--- src/rtl/uart_tx_buffered_if.sv ---
// rtl/uart_tx_buffered_if.sv - word handshake between producer logic and the buffered UART transmitter
interface uart_tx_buffered_if #(
    parameter int WIDTH = 8
);
    logic [WIDTH-1:0] in_data;
    logic             in_valid;
    logic             in_ready;

    modport master (
        output in_data,
        output in_valid,
        input  in_ready
    );

    modport slave (
        input  in_data,
        input  in_valid,
        output in_ready
    );
endinterface

--- src/rtl/uart_tx_buffered.sv ---
// rtl/uart_tx_buffered.sv - FIFO-buffered UART transmitter, start + WIDTH data (LSB first) + STOP_BITS stop
module uart_tx_buffered #(
    parameter int CLOCK_FREQ = 50_000_000,
    parameter int BAUD_RATE  = 115_200,
    parameter int WIDTH      = 8,
    parameter int FIFO_DEPTH = 4,
    parameter int STOP_BITS  = 1
) (
    input  logic                          clock,
    input  logic                          reset,
    uart_tx_buffered_if.slave             in_if,
    output logic                          tx,
    output logic                          busy,
    output logic [$clog2(FIFO_DEPTH):0]   fifo_count
);
    localparam int TICKS = CLOCK_FREQ / BAUD_RATE;
    localparam int AW    = $clog2(FIFO_DEPTH);
    localparam int CW    = AW + 1;
    localparam int TW    = (TICKS > 2) ? $clog2(TICKS) : 1;
    localparam int BW    = (WIDTH > 2) ? $clog2(WIDTH) : 1;

    localparam logic [CW-1:0] FULL       = CW'(FIFO_DEPTH);
    localparam logic [TW-1:0] TICK_LAST  = TW'(TICKS - 1);
    localparam logic [BW-1:0] BIT_LAST   = BW'(WIDTH - 1);
    localparam logic          STOP_LAST  = (STOP_BITS == 2);

    generate
        if (TICKS < 2) begin : g_bad_ticks
            $fatal(1, "uart_tx_buffered: CLOCK_FREQ / BAUD_RATE must be at least 2");
        end
        if (STOP_BITS != 1 && STOP_BITS != 2) begin : g_bad_stop
            $fatal(1, "uart_tx_buffered: STOP_BITS must be 1 or 2");
        end
        if (FIFO_DEPTH < 2 || (FIFO_DEPTH & (FIFO_DEPTH - 1)) != 0) begin : g_bad_depth
            $fatal(1, "uart_tx_buffered: FIFO_DEPTH must be a power of two, at least 2");
        end
        if (WIDTH < 2) begin : g_bad_width
            $fatal(1, "uart_tx_buffered: WIDTH must be at least 2");
        end
    endgenerate

    typedef enum logic [1:0] {IDLE, START, DATA, STOP} state_t;

    state_t           state;
    logic [WIDTH-1:0] mem [FIFO_DEPTH];
    logic [AW-1:0]    wr_ptr;
    logic [AW-1:0]    rd_ptr;
    logic [WIDTH-1:0] shift;
    logic [TW-1:0]    tick;
    logic [BW-1:0]    bit_idx;
    logic             stop_idx;
    logic             push;
    logic             pop;

    // Full blocks the producer even when a pop happens on the same edge.
    assign in_if.in_ready = (fifo_count != FULL);
    assign push           = in_if.in_valid && in_if.in_ready;

    // The FSM takes the head word when idle, or at the end of the last stop bit for back-to-back frames.
    always_comb begin
        pop = 1'b0;
        if (fifo_count != '0) begin
            case (state)
                IDLE:    pop = 1'b1;
                STOP:    pop = (tick == '0) && (stop_idx == STOP_LAST);
                default: pop = 1'b0;
            endcase
        end
    end

    // Word storage; no reset needed since occupancy is tracked by the pointers and count.
    always_ff @(posedge clock) begin
        if (push) begin
            mem[wr_ptr] <= in_if.in_data;
        end
    end

    // Circular-buffer pointers and occupancy; simultaneous push and pop leave the count unchanged.
    always_ff @(posedge clock or posedge reset) begin
        if (reset) begin
            wr_ptr     <= '0;
            rd_ptr     <= '0;
            fifo_count <= '0;
        end else begin
            if (push) wr_ptr <= wr_ptr + 1'b1;
            if (pop)  rd_ptr <= rd_ptr + 1'b1;
            case ({push, pop})
                2'b10:   fifo_count <= fifo_count + 1'b1;
                2'b01:   fifo_count <= fifo_count - 1'b1;
                default: fifo_count <= fifo_count;
            endcase
        end
    end

    // Frame sequencer: every bit lasts TICKS cycles, tx and busy are registered here.
    always_ff @(posedge clock or posedge reset) begin
        if (reset) begin
            state    <= IDLE;
            tx       <= 1'b1;
            busy     <= 1'b0;
            shift    <= '0;
            tick     <= '0;
            bit_idx  <= '0;
            stop_idx <= 1'b0;
        end else begin
            case (state)
                IDLE: begin
                    tx   <= 1'b1;
                    busy <= 1'b0;
                    if (pop) begin
                        shift <= mem[rd_ptr];
                        tx    <= 1'b0;
                        busy  <= 1'b1;
                        tick  <= TICK_LAST;
                        state <= START;
                    end
                end
                START: begin
                    if (tick == '0) begin
                        tx      <= shift[0];
                        bit_idx <= '0;
                        tick    <= TICK_LAST;
                        state   <= DATA;
                    end else begin
                        tick <= tick - 1'b1;
                    end
                end
                DATA: begin
                    if (tick == '0) begin
                        tick <= TICK_LAST;
                        if (bit_idx != BIT_LAST) begin
                            shift   <= shift >> 1;
                            tx      <= shift[1];
                            bit_idx <= bit_idx + 1'b1;
                        end else begin
                            tx       <= 1'b1;
                            stop_idx <= 1'b0;
                            state    <= STOP;
                        end
                    end else begin
                        tick <= tick - 1'b1;
                    end
                end
                STOP: begin
                    if (tick == '0) begin
                        if (stop_idx != STOP_LAST) begin
                            stop_idx <= 1'b1;
                            tick     <= TICK_LAST;
                        end else if (pop) begin
                            shift <= mem[rd_ptr];
                            tx    <= 1'b0;
                            tick  <= TICK_LAST;
                            state <= START;
                        end else begin
                            busy  <= 1'b0;
                            state <= IDLE;
                        end
                    end else begin
                        tick <= tick - 1'b1;
                    end
                end
                default: begin
                    tx    <= 1'b1;
                    busy  <= 1'b0;
                    state <= IDLE;
                end
            endcase
        end
    end
endmodule

--- src/flat_wrapper.sv ---
// flat-port wrapper written by rule: the top's interface ports become plain ports
module uart_tx_buffered_flat 
#(
    parameter int CLOCK_FREQ = 50_000_000,
    parameter int BAUD_RATE  = 115_200,
    parameter int WIDTH      = 8,
    parameter int FIFO_DEPTH = 4,
    parameter int STOP_BITS  = 1
)
  (clock, reset, tx, busy, fifo_count, in_if_in_data, in_if_in_valid, in_if_in_ready);
  uart_tx_buffered_if #(.WIDTH(WIDTH)) in_if_i ();
  input  logic clock;
  input  logic reset;
  output logic tx;
  output logic busy;
  output logic [$clog2(FIFO_DEPTH):0] fifo_count;
  input wire logic [$bits(in_if_i.in_data)-1:0] in_if_in_data;
  input wire logic [$bits(in_if_i.in_valid)-1:0] in_if_in_valid;
  output wire logic [$bits(in_if_i.in_ready)-1:0] in_if_in_ready;
  assign in_if_i.in_data = in_if_in_data;
  assign in_if_i.in_valid = in_if_in_valid;
  assign in_if_in_ready = in_if_i.in_ready;
  uart_tx_buffered #(.CLOCK_FREQ(CLOCK_FREQ), .BAUD_RATE(BAUD_RATE), .WIDTH(WIDTH), .FIFO_DEPTH(FIFO_DEPTH), .STOP_BITS(STOP_BITS)) u_core (.clock(clock), .reset(reset), .in_if(in_if_i), .tx(tx), .busy(busy), .fifo_count(fifo_count));
endmodule
--- config.mk ---
export PLATFORM = sky130hd
export DESIGN_NAME = uart_tx_buffered_flat
export DESIGN_NICKNAME = d
export VERILOG_FILES = /design/src/rtl/uart_tx_buffered_if.sv /design/src/rtl/uart_tx_buffered.sv /design/src/flat_wrapper.sv
export SDC_FILE = /design/constraint.sdc
export NUM_CORES = 1
export LEC_CHECK = 0
export BUFFER_PORTS_ARGS = -buffer_cell sky130_fd_sc_hd__buf_2
export CAP_MARGIN = 30
export CORE_MARGIN = 10
export CORE_UTILIZATION = 55
export CTS_CLUSTER_SIZE = 25
export DETAILED_ROUTE_END_ITERATION = 8
export MAX_ROUTING_LAYER = met4
export PLACE_DENSITY = 0.85
export SKIP_CTS_REPAIR_TIMING = 1
export SLEW_MARGIN = 20
export SYNTH_ARGS = -nofsm -noshare
export SYNTH_HDL_FRONTEND = slang
export SYNTH_SLANG_ARGS = --single-unit
--- constraint.sdc ---
create_clock -name clock -period 3.02 [get_ports clock]
set_clock_uncertainty 0.1 [all_clocks]
set_input_delay 0.453 -clock clock [delete_from_list [all_inputs] [get_ports clock]]
set_output_delay 0.453 -clock clock [all_outputs]
set_load 0.01 [all_outputs]
==> run_results.csv <==
group,metric,value,unit
drt,wire_per_inst,16.9,um
critical_path,end_kind,"flop",
timing,rsz0062_at_grt,"false",
clock_network,cts_buffers,9,
yosys,yosysTopAreaCell,"edfxtp_1",
critical_path,critPathArrivalTime,2830,ps
timing,finalSetupViolCount,0,
global_routing,grt.total_usage,14.4,%
clock_network,cts_tree,"yes",
floorplan,start_util,56.0,%
yosys,synthCells,238,
place,dp_hpwl,3880,um
clock_network,clkSinkCount,63,
yosys,synthArstFlopShare,49.2,%
yosys,yosys_register_bits,63,
global_routing,grt_pass1_vias,2027,
critical_path,cp_slowest_cell,"dfrtp_1",
critical_path,crit_type,"reg2reg",
floorplan,io_pins,17,
global_routing,grt_pass1_wl,9850,um
timing,slew_violations,0,
timing,fin_crit_sh,88.7,%
yosys,avgSynthCellArea,12.9,um2
worst_hold_path,hold_class,"in2async",
final_layout,insertedDiodeCount,0,
final_layout,finalNonFillerCells,337,
pwr,leakage,1.34,nW
drt,ant_nets,0,
yosys,yosysWarningCount,0,
critical_path,cp-start-kind,"flop",
clock_network,htree_levels,3,
global_routing,grt_max_degree,32,
global_routing,overflow,0,
floorplan,num_rows,27,
outcome,status,"finished clean",
timing,tightest_slew,732,ps
final_layout,drive_gt1_share,22.6,%
floorplan,coreArea,5470,um2
job,cap_violations,0,
pwr,vdd_drop_max,0.000504,V
pwr,p_per_area,636,nW/um2
floorplan,dieHeight,94.7,um
timing,tns,0,ps
timing,period_minus_slack,2680,ps
yosys,synth_area_leaders,"edfxtp_1, dfrtp_1, mux4_2",
yosys,synthFlopType,"edfxtp_1",
final_layout,nNetsFinal,285,
place,gp_congestion,0.887,
clock_network,cts_root_buf,"clkbuf_8",
clock_network,clk_pin_slew,80,ps
drt,drc,0,
place,port_buffers,16,
yosys,ys_seq_area_share,56.7,%
timing,slew_headroom,51.2,%
yosys,synthesis.area,3070,um2
yosys,synth_enable_flop_cells,32,
drt,finalWirelength,5710,um
critical_path,worstPathRequired,3180,ps
place,dp_cells,321,
timing,fmax,374,MHz
yosys,ys_top_cells_by_count,"edfxtp_1, dfrtp_1, nor2_1, o21ai_0, ha_1",
floorplan,dieWidth,94.7,um
yosys,ys_types,51,
drt,drtIter0Drc,147,
clock_network,clk_path_buf_depth,2,
critical_path,path_max_fanout,6,
final_layout,area_growth,12.4,%
critical_path,cp_num_buf_inv,2,
critical_path,cpPeakStageDelay,410,ps
critical_path,cp_top_family,"adder cells",
yosys,synth.top_cell.area_share,31.3,%
yosys,synth.most_common_cell,"edfxtp_1",
floorplan,die_area,8960,um2
timing,whs,80.1,ps
critical_path,path_cells,"inv_1, ha_1, nor4b_4, a31oi_1, nor2_2, ha_1, inv_1, fa_1, xor2_1, nor2_1, xor2_1",
global_routing,antenna_found_initial,0,
yosys,syn_nets,263,
final_layout,fillers,426,
drt,dr.pass1.iters,4,
drt,num_vias,1999,
clock_network,clk_latency,340,ps
timing,hold_viol_final,0,
drt,viasPerCell,5.93,
## cells by family (layout without fill, tap and decap cells)
kind of cell | count (synthesis) | in the layout | synth area share, %
flip-flops | 63 | 63 | 56.7
buffers and inverters | 20 | 47 | 2.61
multiplexers | 12 | 12 | 7.30
XOR/XNOR | 6 | 6 | 1.71
adder cells (fa/ha/maj) | 14 | 14 | 5.96
AND/OR/NAND/NOR | 62 | 62 | 11.7
AO/OA/AOI/OAI | 61 | 61 | 14.0
## sequential cells by signal (all words and copies together), names as in the netlist, 2 cells and up
name,cells
u_core.shift,8
u_core.mem,32
u_core.bit_idx,3
u_core.tick,9
u_core.wr_ptr,2
u_core.fifo_count,3
u_core.rd_ptr,2
u_core.state,2
## layout by cell type (no fill, tap or decap), types with 3 or more instances in the layout
| cell | Yosys | routed |
|---|---|---|
| a21oi_1 | 8 | 8 |
| a22o_1 | 3 | 3 |
| a22oi_1 | 8 | 8 |
| and3_1 | 4 | 4 |
| buf_2 | 1 | 16 |
| buf_4 | 1 | 4 |
| clkbuf_8 | 0 | 9 |
| clkinvlp_4 | 0 | 3 |
| dfrtp_1 | 30 | 30 |
| edfxtp_1 | 32 | 32 |
| ha_1 | 13 | 13 |
| inv_1 | 11 | 11 |
| mux2_2 | 3 | 3 |
| mux4_2 | 8 | 8 |
| nand2_1 | 9 | 9 |
| nand2b_1 | 4 | 4 |
| nand3_1 | 3 | 3 |
| nor2_1 | 16 | 16 |
| nor2b_1 | 8 | 8 |
| nor3_1 | 4 | 4 |
| o21ai_0 | 16 | 16 |
| o22ai_1 | 3 | 3 |
| o2bb2ai_1 | 7 | 7 |
| or2_2 | 3 | 3 |
| xnor2_1 | 3 | 3 |
| xor2_1 | 3 | 3 |
## through the flow
stage               area (um2)  worst slack (ps)  total power [mW]  util, %
finish                    3450               343              2.19     63.0
global route              3450              57.9              2.30     63.0
CTS                       3450               323              2.21     63.0
detailed placement        3230               340              1.40     59.0
global placement          3230               473              1.38     59.0
floorplan                 3070               251              1.29        -
## power breakdown
part	total (mW)	internal, mW	switching, mW
Sequential	1.09	1.03	0.0583
Clock	0.802	0.465	0.337
Combinational	0.297	0.121	0.176
Total	2.19	1.62	0.571
## area by class of cell
class	count	area, um2	share of cell area (%)
multi-input cells	155	1250	36.2
well taps	72	90.1	2.61
flip-flops and latches	63	1740	50.4
repair buffers	20	110	3.19
inverters	11	41.3	1.20
clock inverters	7	96.3	2.79
clock buffers	9	124	3.59
## path summary, 6_finish.rpt
kind	from	endpoint	slack (ps)	cells past startpoint
setup reg to reg	u_core.tick[0]	u_core.fifo_count[2]	340	11
max in group asynchronous	reset	u_core.tx	2420	3
min in group clock	in_if_in_data[2]	u_core.mem[2][2]	230	1
hold / removal	reset	u_core.tick[8]	80	3
setup / recovery	u_core.tick[0]	u_core.fifo_count[2]	340	11
hold reg to reg	u_core.shift[5]	u_core.shift[5]	400	1
## worst register-to-register path, stage by stage, from the launching register on
cell and delay [ps]:
dfrtp_1 410, inv_1 70, ha_1 210, nor4b_4 360
a31oi_1 230, nor2_2 170, ha_1 200, inv_1 60
fa_1 370, xor2_1 150, nor2_1 110, xor2_1 160
## per-layer routing
metal	vias up	track usage, %	part of all wire (%)
met5	-	-	0
met4	0	5.61	1.9
met3	12	3.25	3.9
met2	57	23.1	51
met1	990	17.2	44
li1	940	-	-
No activity file was read; power rests on OpenSTA's default activity.
